[src/rtl/sync_arb.sv]
// Round-robin arbiter granting one of N asynchronous requesters ownership of a shared resource.
// Requests are double-flopped; a four-state FSM runs the start/busy/release handshake with a BUSY timeout.
module sync_arb #(
    parameter int unsigned N   = 4,
    parameter int unsigned TMO = 200
) (
    input  logic         clock,
    input  logic         reset,
    input  logic [N-1:0] req,
    input  logic         done,
    output logic [N-1:0] gnt,
    output logic [2:0]   gnt_id,
    output logic         start,
    output logic         busy,
    output logic         timeout
);

    localparam int unsigned IW       = (N > 1) ? $clog2(N) : 1;
    localparam logic [7:0]  TMO_LAST = 8'(TMO - 1);

    typedef enum logic [1:0] {
        IDLE    = 2'd0,
        START   = 2'd1,
        BUSY    = 2'd2,
        RELEASE = 2'd3
    } state_t;

    state_t       state_q, state_d;
    logic [N-1:0] req_m_q, req_s_q;
    logic [2:0]   ptr_q, ptr_d;
    logic [N-1:0] gnt_q, gnt_d;
    logic [2:0]   gnt_id_q, gnt_id_d;
    logic         start_q, start_d;
    logic         busy_q, busy_d;
    logic         timeout_q, timeout_d;
    logic [7:0]   cnt_q, cnt_d;

    logic         found;
    logic [2:0]   win_id;
    int unsigned  idx;

    // Two-flop synchronizer; nothing downstream looks at raw req.
    always_ff @(posedge clock or posedge reset) begin
        if (reset) begin
            req_m_q <= '0;
            req_s_q <= '0;
        end else begin
            req_m_q <= req;
            req_s_q <= req_m_q;
        end
    end

    // First active synchronized request at or after ptr, wrapping modulo N.
    always_comb begin
        found  = 1'b0;
        win_id = '0;
        idx    = 0;
        for (int unsigned k = 0; k < N; k++) begin
            idx = (32'(ptr_q) + k) % N;
            if (!found && req_s_q[IW'(idx)]) begin
                found  = 1'b1;
                win_id = 3'(idx);
            end
        end
    end

    always_ff @(posedge clock or posedge reset) begin
        if (reset) begin
            state_q   <= IDLE;
            ptr_q     <= '0;
            gnt_q     <= '0;
            gnt_id_q  <= '0;
            start_q   <= 1'b0;
            busy_q    <= 1'b0;
            timeout_q <= 1'b0;
            cnt_q     <= '0;
        end else begin
            state_q   <= state_d;
            ptr_q     <= ptr_d;
            gnt_q     <= gnt_d;
            gnt_id_q  <= gnt_id_d;
            start_q   <= start_d;
            busy_q    <= busy_d;
            timeout_q <= timeout_d;
            cnt_q     <= cnt_d;
        end
    end

    // Outputs are computed one cycle ahead so they line up with the state they describe.
    always_comb begin
        state_d   = state_q;
        ptr_d     = ptr_q;
        gnt_d     = gnt_q;
        gnt_id_d  = gnt_id_q;
        start_d   = 1'b0;
        busy_d    = busy_q;
        timeout_d = 1'b0;
        cnt_d     = cnt_q;
        case (state_q)
            IDLE: begin
                if (found) begin
                    state_d  = START;
                    gnt_d    = N'(1) << win_id;
                    gnt_id_d = win_id;
                    start_d  = 1'b1;
                    busy_d   = 1'b1;
                end
            end
            START: begin
                state_d = BUSY;
                cnt_d   = '0;
            end
            BUSY: begin
                cnt_d = (cnt_q == 8'hFF) ? cnt_q : cnt_q + 8'd1;
                // done has priority over a timeout landing in the same cycle.
                if (done) begin
                    state_d = RELEASE;
                end else if (cnt_q >= TMO_LAST) begin
                    state_d   = RELEASE;
                    timeout_d = 1'b1;
                end
            end
            RELEASE: begin
                if (!req_s_q[IW'(gnt_id_q)]) begin
                    state_d  = IDLE;
                    gnt_d    = '0;
                    gnt_id_d = '0;
                    busy_d   = 1'b0;
                    ptr_d    = 3'((32'(gnt_id_q) + 1) % N);
                end
            end
            default: state_d = IDLE;
        endcase
    end

    assign gnt     = gnt_q;
    assign gnt_id  = gnt_id_q;
    assign start   = start_q;
    assign busy    = busy_q;
    assign timeout = timeout_q;

endmodule

[config.mk]
export PLATFORM = sky130hd
export DESIGN_NAME = sync_arb
export DESIGN_NICKNAME = d
export VERILOG_FILES = /design/src/rtl/sync_arb.sv
export SDC_FILE = /design/constraint.sdc
export NUM_CORES = 1
export LEC_CHECK = 0
export CAP_MARGIN = 20
export CELL_PAD_IN_SITES_DETAIL_PLACEMENT = 0
export CELL_PAD_IN_SITES_GLOBAL_PLACEMENT = 2
export CORE_MARGIN = 2
export CORE_UTILIZATION = 29
export CTS_CLUSTER_DIAMETER = 150
export CTS_CLUSTER_SIZE = 10
export DETAILED_ROUTE_END_ITERATION = 12
export GPL_TIMING_DRIVEN = 0
export HOLD_SLACK_MARGIN = 0.05
export PLACE_DENSITY = 0.63
export REMOVE_ABC_BUFFERS = 1
export SETUP_SLACK_MARGIN = 0.2
export SYNTH_ARGS = -nofsm -noshare
export SYNTH_HDL_FRONTEND = slang
export SYNTH_SLANG_ARGS = --single-unit
[constraint.sdc]
create_clock -name clock -period 4.5 [get_ports clock]
set_input_delay 0.9 -clock clock [delete_from_list [all_inputs] [get_ports clock]]
set_output_delay 0.9 -clock clock [all_outputs]
set_load 0.005 [all_outputs]
### Word level (Yosys, flattened, before mapping)

Cells that the tools add are included.

* bitwise gates (word level): 1
* multipliers: 0
* equality and inequality tests: 8
* multiplexer cells: 39
* div/mod/pow operators: 0
* reduce and logical (&&, ||, !) cells: 13
* magnitude comparators: 6
* shift operators: 1
* add/sub/neg operators: 5

Operators with widths (number)
* 1-bit two-way mux: 16
* 8-bit case mux with 2 select lines: 1
* 2-bit by 3-bit less-than comparator with 1-bit output, second input constant: 5
* 3-bit two-way mux: 5
* 1-bit binary-select mux with 2-bit select: 5
* 2-bit two-way mux: 5
* 8-bit by 1-bit adder with 8-bit output, second input constant: 1
* 8-bit equality test, second input constant: 1
* 8-bit greater-or-equal comparator, second input constant: 1
* 4-bit two-way mux: 2
* 8-bit two-way mux: 1
* 2-bit case mux with 4 select lines: 1
* 4-bit case mux with 2 select lines: 1
* 2-bit != test, second input constant: 3
* 3-bit case mux with 2 select lines: 1
* 3-bit AND reduction: 2
* 2-bit by 1-bit adder with 2-bit output, second input constant: 2
* 2-bit adder, second input constant: 2
* 2-bit equality test, second input constant: 2
* 2-bit AND reduction: 2
* 2-bit nonzero test: 2
* 1-bit by 3-bit left shift with 4-bit output, first input constant: 1
* 1-bit logical AND: 3
* 1-bit logical NOT: 3
* other kinds (5): 5

* input port bits: 7
* bits in read-only memories: 0
* logic and storage cells: 83
* memories kept: 0
* flip-flop bits (word level): 30
* latch bits: 0
* memory bits (writable): 0

### Longest topological paths before layout

Gate-level depths: netlist (run 1).

* depth after elaboration: 15
* mapped depth: 5
* depth with buffers taken out: 5

### Worst setup path before layout (run 1)

OpenSTA, ideal clock, no wires.

* path kind: reg2reg
* start: register gnt_id_q[0], in the netlist gnt_id[0]
* end: register state_q[1]
* stages on the path, launching flop included: 5
* arrival: 1.686 ns
* data required time: 4.372 ns
* library setup time: 0.128 ns
* setup slack: 2.686 ns
* buffers on the path: 0
* cell sequence: dfrtp_1 -> mux4_2 -> a22o_1 -> a31oi_2 -> mux2_1

* longest elaborated chain between the ends: 4

RTL lines
* from (decl): line 32 `logic [2:0] gnt_id_q, gnt_id_d;`
* from (signal assigned): line 81 `gnt_id_q <= gnt_id_d;`
* 1-bit binary-select mux with 2-bit select: line 124 `if (!req_s_q[IW'(gnt_id_q)]) begin`
* 1-bit two-way mux (implied by the code): line 124
* 2-bit != test (no source line)
* 3-bit AND reduction (no source line)
* to (signal assigned): line 78 `state_q <= state_d;`
* to (decl): line 28 `state_t state_q, state_d;`

No other way between the ends. The select of a mux whose other input is x is not followed.
A chain may end at the register's enable or synchronous reset.

### Final worst setup path (run 1)

* start: register gnt_id_q[0], in the netlist gnt_id[0]
* end: output gnt_id[0]

RTL lines
* to (decl): line 12 `output logic [2:0] gnt_id,`

No word-level cell between the ends.

==> results of run 1 <==
[per-layer routing]
layer  wire (microns)  vias to the layer above
met3              119                        7
met5                0                        -
met2              979                       23
met1             1250                      427
li1                 -                      457
met4               68                        0
[worst max-delay path by stage]
stage	slack (ns)	startpoint	depth (start not counted)	endpoint
5_1_grt	2.28	gnt_id[0]$_DFFE_PP0P_	1	gnt_id[0]
3_5_place_dp	2.39	done	4	state_q[1]$_DFFE_PP0P_
4_1_cts	2.31	gnt_id[0]$_DFFE_PP0P_	1	gnt_id[0]
2_1_floorplan	2.69	gnt_id[0]$_DFFE_PP0P_	4	state_q[1]$_DFFE_PP0P_
3_3_place_gp	2.24	reset	2	timeout$_DFF_PP0_
6_report	2.34	gnt_id[0]$_DFFE_PP0P_	1	gnt_id[0]
[where the power goes]
group          internal [uW]  switching [uW]  leakage [uW]
logic                    174             159      0.000330
clock network            121            88.3     0.0000443
registers                324            55.7      0.000369
total                    619             303      0.000743
[flip-flops by register name, summed over array words and instances (netlist names)]
register  count
cnt_q         8
gnt           4
req_m_q       4
req_s_q       4
gnt_id        2
ptr_q         2
state_q       2
busy          1
start         1
timeout       1
[synth_stat cells (2+ instances only)]
library cell	n	area, sq um
dfrtp_1	29	726
nand2_1	12	45.0
inv_1	8	30.0
o21ai_0	7	35.0
ha_1	6	75.1
a21o_1	4	30.0
nand2b_1	4	25.0
and3_1	3	18.8
mux2i_1	3	30.0
a21oi_1	2	10.0
a22o_1	2	17.5
a32o_1	2	20.0
nand3_1	2	10.0
nor2_1	2	7.51
nor3b_1	2	15.0
o211ai_1	2	15.0
o2bb2ai_1	2	17.5
[stage by stage]
| step | cell area (sq um) | setup WS [ns] | hold WS (ns) |
|---|---|---|---|
| after floorplan | 1320 | 2.69 | 0.331 |
| after global placement | 1530 | 2.24 | 0.333 |
| after detailed placement | 1560 | 2.39 | 0.336 |
| after CTS | 1650 | 2.31 | 0.349 |
| after global routing | 1650 | 2.28 | 0.355 |
| final | 1650 | 2.34 | 0.349 |
[cell families (layout without fill, tap and decap cells)]
| family | Yosys count | after routing | share of synthesized area [%] |
|---|---|---|---|
| adders and majority gates | 6 | 6 | 5.66 |
| and+or+nand+nor | 30 | 30 | 11.4 |
| muxes | 5 | 5 | 4.81 |
| xor gates and xnor gates | 1 | 1 | 0.660 |
| other | 1 | 1 | 0.283 |
| AOI/OAI and AO/OA | 33 | 33 | 19.6 |
| buffers and inverters | 9 | 31 | 2.83 |
| DFF | 29 | 29 | 54.7 |
[area by class of cell]
class	count	area [sq um]
fill	426	2740
sequential	29	726
multi-input combinational	76	563
timing repair buffer	16	178
clock buffer	7	86.3
tap	52	65.1
inverter	8	30.0
==> metrics, run 1 <==
fin nets=149; final setup TNS=0 ns; FF+latch count, synth=29; first-pass GRT wire length=4.25 mm; postcts setup bufs=0; most frequent cells in the layout=dfrtp_1 (29), clkdlybuf4s50_1 (15), nand2_1 (12); Max-Cap Viols=0; core area=4380 sq um; asr flop ratio synth=100%; largest net degree at the start of global routing=20; register area share after synthesis=54.7%; Max FO, Critical Path=5; most common cell after layout, fill and taps aside=dfrtp_1; Iteration-0 DRC Markers=25; final clock skew=between 0.002 and 0.0025 ns; Area Growth Syn to Fin=24.2%; Yosys warnings=0; layout cells sized above 1=7.35%; cell chain of the critical path=clkdlybuf4s50_1; Port Buffer Count=15; post-layout util=a little under two fifths; Cell Area, Synth=1330 sq um; RSZ-0062 raised after global routing=no; final RePlAce weighted congestion=roughly 0.71; Crit. End Element=output port; FP Rows=24; WP buf/inv=1; initial antenna violation count=0; CTS H-tree lvls=2; r2r worst-path depth=4; final setup vio count=0; Cells after DPL=181; grt met2 use=15.0%; ANT cells=0; GRT busiest layer=met2; clock transition at the registers of the reported paths=approximately 0.060 ns; PostCTS Resize Cnt=0; starting density of the core=30.3%; TritonCTS clock tree=yes; Vias=around 900; drc violations=0; Pre-antenna DRT Iters=4; DR WL/cell=12.9 microns; Critical Path Source Type=flip-flop; total gr overflow=0; outcome=finished clean; ANT nets after route=0; # hold bufs at CTS=0; RR Endpoint=state_q[1]$_DFFE_PP0P_; number of flops mapped to enable cells by yosys=0; Clock Root Buffer=clkbuf_8; slowest CP cell=clkdlybuf4s50_1; GRT Util Overall=11.0%; Cell variety after synth=39; Worst slew margin=about 54%; Final period util=48.1%; Pleak=0.000743 uW; worst hold path type=reg2reg; # IOs=17; vias in the first global route=899; slowest stage delay, CP=0.54 ns; peak supply drop=202 uV; CTS Sinks=29; ys flop type=dfrtp_1; R2R Setup Slk=2.56 ns; die area=5130 sq um; post-layout min period=around 2.2 ns; syn_area_per_cell=11.6 sq um; hold path endpoint=req_s_q[3]$_DFF_PP0_; Post-Syn Instances=114; clock buffer depth=2; worst path required time=roughly 3.6 ns; die height=71.6 microns; GRT met1 Usage=between 10 and 15%; critical path type=reg2out; data arrival time of the critical path=1.26 ns; Non-Filler Instances=~190; drt total wl=2.42 mm; hold_sp=req_m_q[3]$_DFF_PP0_; Die Wd=between 70 and 80 microns; Clk Latency, worst-skew pair=0.27 ns; HPWL reported at the end of detailed placement=1.83 mm; Fin. Hold Viols=0; M3 GR Usage=between 3 and 4%; final slew viol count=0; Vias/cell=4.86; total CTS buffers=5; largest delay contributor family on the critical path=buffers and inverters; reg-to-reg critical path startpoint=gnt_id[0]$_DFFE_PP0P_; Hold Crit Depth=0; Max Fclk=~460 MHz; overall power=about 920 uW; Worst Tran Pin Value=~0.7 ns; pwr dens=560 nW/um^2
(Power assumes the default switching activity.)
==> run 2: changes to the inputs <==
clock period = 2 ns   (was 4.5 ns; I/O delays follow)
==> run 2 against run 1 <==
  * Critical path depth increased by 3
  * Setup slack got worse by 2.2 ns
  * Die area did not move
  * Routed wire length rose by 3.6%
  * Critical path type is now reg2reg
  * Critical endpoint is now state_q[1]$_DFFE_PP0P_
==> metrics, run 2 (synthesized netlist as in run 1, its figures left out) <==
Clock Root Buffer=clkbuf_8; ANT cells=0 (unchanged); most frequent cells in the layout=dfrtp_1 (26), clkdlybuf4s50_1 (15), nand2_1 (12); Worst Tran Pin Value=0.520 ns (-0.162 ns); slowest stage delay, CP=0.50 ns (-0.04 ns); data arrival time of the critical path=1.97 ns (+0.71 ns); Max-Cap Viols=0 (unchanged); starting density of the core=30.3% (unchanged); hold_sp=req_m_q[3]$_DFF_PP0_; drt total wl=2.51 mm (+3.6%); largest delay contributor family on the critical path=multiplexers; final setup vio count=0 (unchanged); # IOs=17 (unchanged); Crit. End Element=flip-flop; ANT nets after route=0 (unchanged); first-pass GRT wire length=4.31 mm (+1.5%); critical path type=reg2reg; DR WL/cell=13.1 microns (+1.5%); Vias=934 (+2.2%); pwr dens=1270 nW/um^2 (+130%); Die Wd=71.6 microns (unchanged); overall power=2200 uW (+140%); final setup TNS=0 ns (unchanged); total gr overflow=0 (unchanged); total CTS buffers=5 (unchanged); final slew viol count=0 (unchanged); Pleak=0.000773 uW (+4.0%); largest net degree at the start of global routing=20 (unchanged); Reg with most FFs=cnt_q; pre-CTS setup slack=0.0564 ns (-2.33 ns); WP buf/inv=0 (-1); Final period util=slightly above 90%; RSZ-0062 raised after global routing=yes; final RePlAce weighted congestion=0.709 (unchanged); Non-Filler Instances=192 (+2.1%); reg-to-reg critical path startpoint=req_s_q[3]$_DFF_PP0_; minimum hold slack=0.349 ns (-0.0000940 ns); final worst slack=0.182 ns (-2.15 ns); peak supply drop=459 uV (+130%); worst path required time=2.16 ns (-1.44 ns); cell chain of the critical path=mux4_2 > a22o_4 > a31oi_4 > mux2_4; Cells after DPL=181 (unchanged); layout cells sized above 1=16.4% (+9.1 points); Fillers=414 (-2.8%); GRT Util Overall=11.2% (+0.12 points); TritonCTS clock tree=yes; outcome=finished clean; Clk Latency, worst-skew pair=0.27 ns (about the same); Max FO, Critical Path=4 (-1); vias in the first global route=910 (+1.2%); Area Growth Syn to Fin=30.5%; Setup crit start=req_s_q[3]$_DFF_PP0_; core area=4380 sq um (unchanged); most common cell after layout, fill and taps aside=dfrtp_1; die height=71.6 microns (unchanged); Pre-antenna DRT Iters=4 (unchanged); CTS Sinks=29 (unchanged); Largest register FFs=8 (unchanged); Fin. Hold Viols=0 (unchanged); post-layout min period=1.82 ns; drc violations=0 (unchanged); slowest CP cell=mux4_2; worst hold path type=reg2reg; FP Rows=24 (unchanged); initial antenna violation count=0 (unchanged); clock transition at the registers of the reported paths=0.06 ns (about the same); clock buffer depth=2 (unchanged); Max Fclk=550 MHz; HPWL reported at the end of detailed placement=1.83 mm (unchanged); Iteration-0 DRC Markers=43 (+72%); Worst slew margin=65.0% (+11 points); # hold bufs at CTS=0 (unchanged); final clock skew=0.00283 ns (+0.000455 ns); CTS H-tree lvls=2 (unchanged); die area=5130 sq um (unchanged); Vias/cell=4.86 (about the same); Port Buffer Count=15 (unchanged); Critical Path Source Type=flip-flop; fin nets=153 (+2.7%)
## run 2: report_power, final
part	total, uW	leakage [uW]	switching [uW]	internal, uW
clock	472	0.0000443	200	272
sequential	852	0.000366	121	731
combinational	872	0.000363	401	471
total	2200	0.000773	722	1470
## run 2: worst paths after layout
kind,cells after the start,slack (ns),end
min in group asynchronous,2,0.46,gnt[1]$_DFFE_PP0P_
setup reg to reg,4,0.18,state_q[1]$_DFFE_PP0P_
max in group asynchronous,3,1.06,req_s_q[1]$_DFF_PP0_
hold reg to reg,0,0.35,req_s_q[3]$_DFF_PP0_
setup / recovery,4,0.18,state_q[1]$_DFFE_PP0P_
hold / removal,0,0.35,req_s_q[3]$_DFF_PP0_
## run 2: through the flow
stage,area (sq um),utilization (%)
final,1730,39.5
after global routing,1730,39.5
after CTS,1660,37.9
after detailed placement,1560,35.6
after global placement,1530,35.0
after floorplan,1320,-
## run 2: timing repair
| action | in CTS | in global routing |
|---|---|---|
| gates resized for setup | 2 | 9 |
| pin swaps | 0 | 2 |
| setup buffers | 1 | 3 |
| setup endpoints to repair | 8 | 12 |
## run 2: layout make-up
| class | count | area, sq um | share of cell area (%) |
|---|---|---|---|
| inverters | 8 | 30.0 | 1.74 |
| clock buffers | 7 | 86.3 | 4.99 |
| well taps | 52 | 65.1 | 3.76 |
| flip-flops and latches | 29 | 729 | 42.2 |
| repair buffers | 20 | 208 | 12.0 |
| multi-input cells | 76 | 612 | 35.4 |
## run 2: worst reg2reg max path, stage by stage (launching register included)
cell     delay [ns]
dfrtp_2        0.43
mux4_2         0.50
a22o_4         0.29
a31oi_4        0.17
mux2_4         0.32
## run 2: per-layer routing
metal	up-vias	global-route usage [%]	wire (microns)
met1	438	15.2	1240
met5	-	0	0
met2	26	15.2	1070
li1	463	-	-
met3	7	3.66	133
met4	0	6.92	68
==> variant 1: new RTL, flow settings as in run 2 <==
Set the parameter `N` to 8 (it was 4).
--- a/src/rtl/sync_arb.sv
+++ b/src/rtl/sync_arb.sv
@@ -2,5 +2,5 @@
 // Requests are double-flopped; a four-state FSM runs the start/busy/release handshake with a BUSY timeout.
 module sync_arb #(
-    parameter int unsigned N   = 4,
+    parameter int unsigned N   = 8,
     parameter int unsigned TMO = 200
 ) (
Interface: changed (resized gnt and req); port bits go from 17 to 25. The function was not compared with the original's and may differ.
==> variant 1 against run 2 <==
- the flow now finishes with violations (setup timing)
- worst setup slack lost 1200 ps
- first-iteration DRC count grew 51%
- routed wire length rose to 3.1 times the old value
- sequential cell count grew 14
- synthesized cell count is 140% higher
- hold slack got worse by 43 ps
- cell area grew 130%
- power rose to 3.4 times the old value
- synthesized area up 120%
- non-clock buffer count up 39
- sequential power increased by 51%
- critical endpoint is now gnt[3]
==> variant 1: results (changes against run 2) <==
[run_status]
outcome = complete, but fails checks
violations = setup timing

[final_layout]
final_cells = 458  ; +140%
nNonClkBuffers = 59  ; +200%
inverters_excl_clock = 12  ; +4
bufAreaShareNonClock = 0.137  ; +0.0174
seq_cells = 43  ; +48%
clock_area_frac = 0.0219  ; -0.0280

[timing]
fin_hold_ws_ps = 306  ; -43.3 ps
postLayoutSetupSlackWorst_ps = -1000  ; -1180 ps
setup_viol_count_final = 15  ; +15

[critical_path]
crit_fanout = 6  ; +2
slowest_stage = dfrtp_4
critPathLaunch = ptr_q[0]
slowest_delay_ps = 530  ; +30 ps

[floorplanning]
core_um2 = 9820  ; +120%

[clock_tree]
clkSlewWorstSetupHoldPaths_ps = 90  ; +30 ps

[placement]
dp_cells = 417  ; +130%
hpwl_mm = 5.19  ; +180%
place_ws_ps = -2470  ; -2530 ps
post_dp_cell_area_um2 = 3290  ; +110%

[power_and_ir_drop]
ir_drop_mv = 0.656  ; +43%

[global_route]
use_met3 = 0.0212  ; -0.0154
grt_pass1_vias = 2468  ; +170%
grt_max_degree = 38  ; +90%

[routing]
drt_iter0_drc = 65  ; +51%

-- variant 1: power groups by stage --
stage / registers (W) / logic, W / clock network [W]
after global routing: 0.00131 / 0.00599 / 0.000626
after detailed placement: 0.00138 / 0.00376 / 0
final: 0.00129 / 0.00551 / 0.000567
after CTS: 0.00129 / 0.00507 / 0.000589
after floorplan: 0.00130 / 0.00285 / 0
after global placement: 0.00138 / 0.00377 / 0
-- variant 1: kinds of logic (layout without fill, tap and decap cells) --
group | Yosys count | count (layout) | synth area share
and+or+nand+nor | 81 | 81 | 0.133
AOI/OAI and AO/OA | 63 | 63 | 0.164
DFF | 43 | 43 | 0.366
adders and majority gates | 9 | 9 | 0.0383
xor gates and xnor gates | 6 | 6 | 0.0230
buffers and inverters | 24 | 78 | 0.0409
muxes | 45 | 45 | 0.235
-- variant 1: what timing repair did --
action,in CTS,in global routing
resized for setup,59,23
endpoints found under the hold margin,0,0
setup buffers,23,11
pin swaps,8,9
setup endpoints to repair,26,22
gates cloned,0,0
==> variant 2: new RTL, settings of run 2 <==
Without the edit above. Encoding of `state_t`: now one-hot (4 bits for 4 states).
--- a/src/rtl/sync_arb.sv
+++ b/src/rtl/sync_arb.sv
@@ -19,9 +19,9 @@
     localparam logic [7:0]  TMO_LAST = 8'(TMO - 1);
 
-    typedef enum logic [1:0] {
-        IDLE    = 2'd0,
-        START   = 2'd1,
-        BUSY    = 2'd2,
-        RELEASE = 2'd3
+    typedef enum logic [3:0] {
+        IDLE    = 4'b0001,
+        START   = 4'b0010,
+        BUSY    = 4'b0100,
+        RELEASE = 4'b1000
     } state_t;
 
Behaviour: same outputs for any inputs over 4 cycles, from zero or initial values and one cycle with reset high; so few cycles prove little.
==> variant 2 against run 2 <==
- sequential cell count grew 2
- non-clock buffer count decreased by 4
- critical path depth is the same
- power rose by 4.8%
- cell area up 4.8%
- synthesized area is 8.1% higher
- clock power increased by 35%
- worst setup slack improved by 100 ps
- routed wire length is 12% higher
==> variant 2: results (changes against run 2) <==
[clock_tree]
cts_root_buf = clkbuf_8
cts-resized-gates = 2  ; unchanged
clk_latency_ps = 280
cts_made_buffers = 5  ; unchanged
cts_setup_buffers = 0  ; -1
clkSlewWorstSetupHoldPaths_ps = 70
clock_path_buffers = 2  ; unchanged
cts-htree-levels = 2  ; unchanged

[final_layout]
final_cells = 220  ; +15%
nets = 160  ; +4.6%
insertedDiodeCount = 0  ; unchanged
drive_above_1_share = 0.150  ; -0.0140
fillCellCount = 493  ; +19%
largest_reg_flops = 8  ; unchanged
largest_register = cnt_q

[timing]
clock_skew_ps = 5.67  ; +2.84 ps
max_slew_margin = 0.584  ; -0.0665

[critical_path]
r2r_slack_ps = 280  ; +100 ps
crit_arrival_ps = 1890  ; -80 ps
crit_fanout = 9  ; +5
r2r_start = state_q[1]
r2r_cells = 4  ; unchanged
crit_end = gnt[3]
crit_type = register to register

[global_route]
grt_pass1_vias = 965  ; +6.0%
use_met2 = 0.154  ; +0.00151
antenna_found_initial = 0  ; unchanged
use_met3 = 0.0407  ; +0.00408
grt_pass1_wl_mm = 4.57  ; +6.1%
grt.total_usage = 0.113  ; +0.00131
grt_max_degree = 23  ; +15%
use_met1 = 0.159  ; +0.00713

[synth]
synth_compound_area_frac = 0.152  ; -0.0444
avgSynthCellArea_um2 = 10.6  ; -8.7%
synthArstFlopShare = 1.00  ; unchanged
synth_flop_cell = dfrtp_1
synth_mux_area_frac = 0.0297  ; -0.0184
yosys.area_share.xor_xnor = 0.0183  ; +0.0117
seq_area_frac_synth = 0.542  ; -0.00528
synth.area.top_cells = dfrtp_1 (52%), nor2_1 (2.9%), a21oi_1 (2.8%)
yosysUniqueCellTypes = 44  ; +13%
synthAdderAreaFrac = 0.00873  ; -0.0479
ys_top_cells_by_count = dfrtp_1 (30), nor2_1 (11), nand2_1 (9)
yosys_warnings = 0  ; unchanged

[placement]
place_congestion = 0.777  ; +9.6%
dp_cells = 212  ; +17%
hpwl_mm = 2.08  ; +14%

[routing]
drt_iter0_drc = 33  ; -23%
first_pass_iters = 4  ; unchanged
routedWlPerCell_um = 12.8  ; -2.2%
vias_per_cell = 4.79  ; -1.6%
ant_nets = 0  ; unchanged

[power_and_ir_drop]
netSwitchingPower_w = 0.000742  ; +2.7%
ir_drop_mv = 0.425  ; -7.4%
power_leakage_nw = 0.725  ; -6.1%

[run_status]
outcome = complete, no violations

-- variant 2: kinds of logic (layout without fill, tap and decap cells) --
| group | count (synthesis) | in the layout |
|---|---|---|
| compound gates | 33 | 33 |
| flops | 31 | 31 |
| simple gates | 49 | 49 |
| xor+xnor | 3 | 3 |
| buf+inv | 14 | 32 |
| other cells | 1 | 1 |
| mux | 3 | 3 |
| fa+ha+maj | 1 | 1 |
-- variant 2: stage by stage --
step / utilization / total power [W] / setup slack, ps / instance area, µm²
floorplan: - / 0.00136 / 321 / 1400
global placement: 0.344 / 0.00161 / 16.3 / 1640
global route: 0.382 / 0.00245 / 195 / 1810
CTS: 0.376 / 0.00229 / 209 / 1790
detailed placement: 0.350 / 0.00163 / 49.0 / 1660
finish: 0.382 / 0.00230 / 284 / 1810
-- variant 2: metal layers --
metal,routed length [µm],up-vias,share of wire
li1,-,523,-
met4,22,0,0.0078
met2,1230,21,0.44
met5,0,-,0
met1,1440,507,0.51
met3,118,2,0.042
-- variant 2: power groups by stage --
stage	clock, W	combinational, W	sequential [W]
5_1_grt	0.000685	0.000763	0.00100
2_1_floorplan	0	0.000424	0.000933
3_5_place_dp	0	0.000664	0.000969
3_3_place_gp	0	0.000651	0.000963
6_report	0.000638	0.000689	0.000973
4_1_cts	0.000658	0.000675	0.000958
-- variant 2: worst max-delay path, stage by stage, from the launching register on --
cell and delay, ps:
dfrtp_1 500, nor4b_1 480, nor2b_4 340, nor2_1 100, a22o_1 190
-- variant 2: layout make-up --
type,count,share of cell area
multi-input combinational,90,0.346
tap,67,0.0462
clock buffer,6,0.0455
inverter,8,0.0166
sequential,31,0.428
timing repair buffer,16,0.0979
clock inverter,2,0.0193
-- variant 2: how the worst min path moves through the flow --
stage,startpoint,to,slack (ps),cells past startpoint
global placement,req_m_q[1],req_s_q[1],330,0
detailed placement,req_m_q[1],req_s_q[1],340,0
floorplan,req_m_q[0],req_s_q[0],330,0
finish,req_m_q[2],req_s_q[2],350,0
CTS,req_m_q[1],req_s_q[1],350,0
global route,req_m_q[0],req_s_q[0],360,0
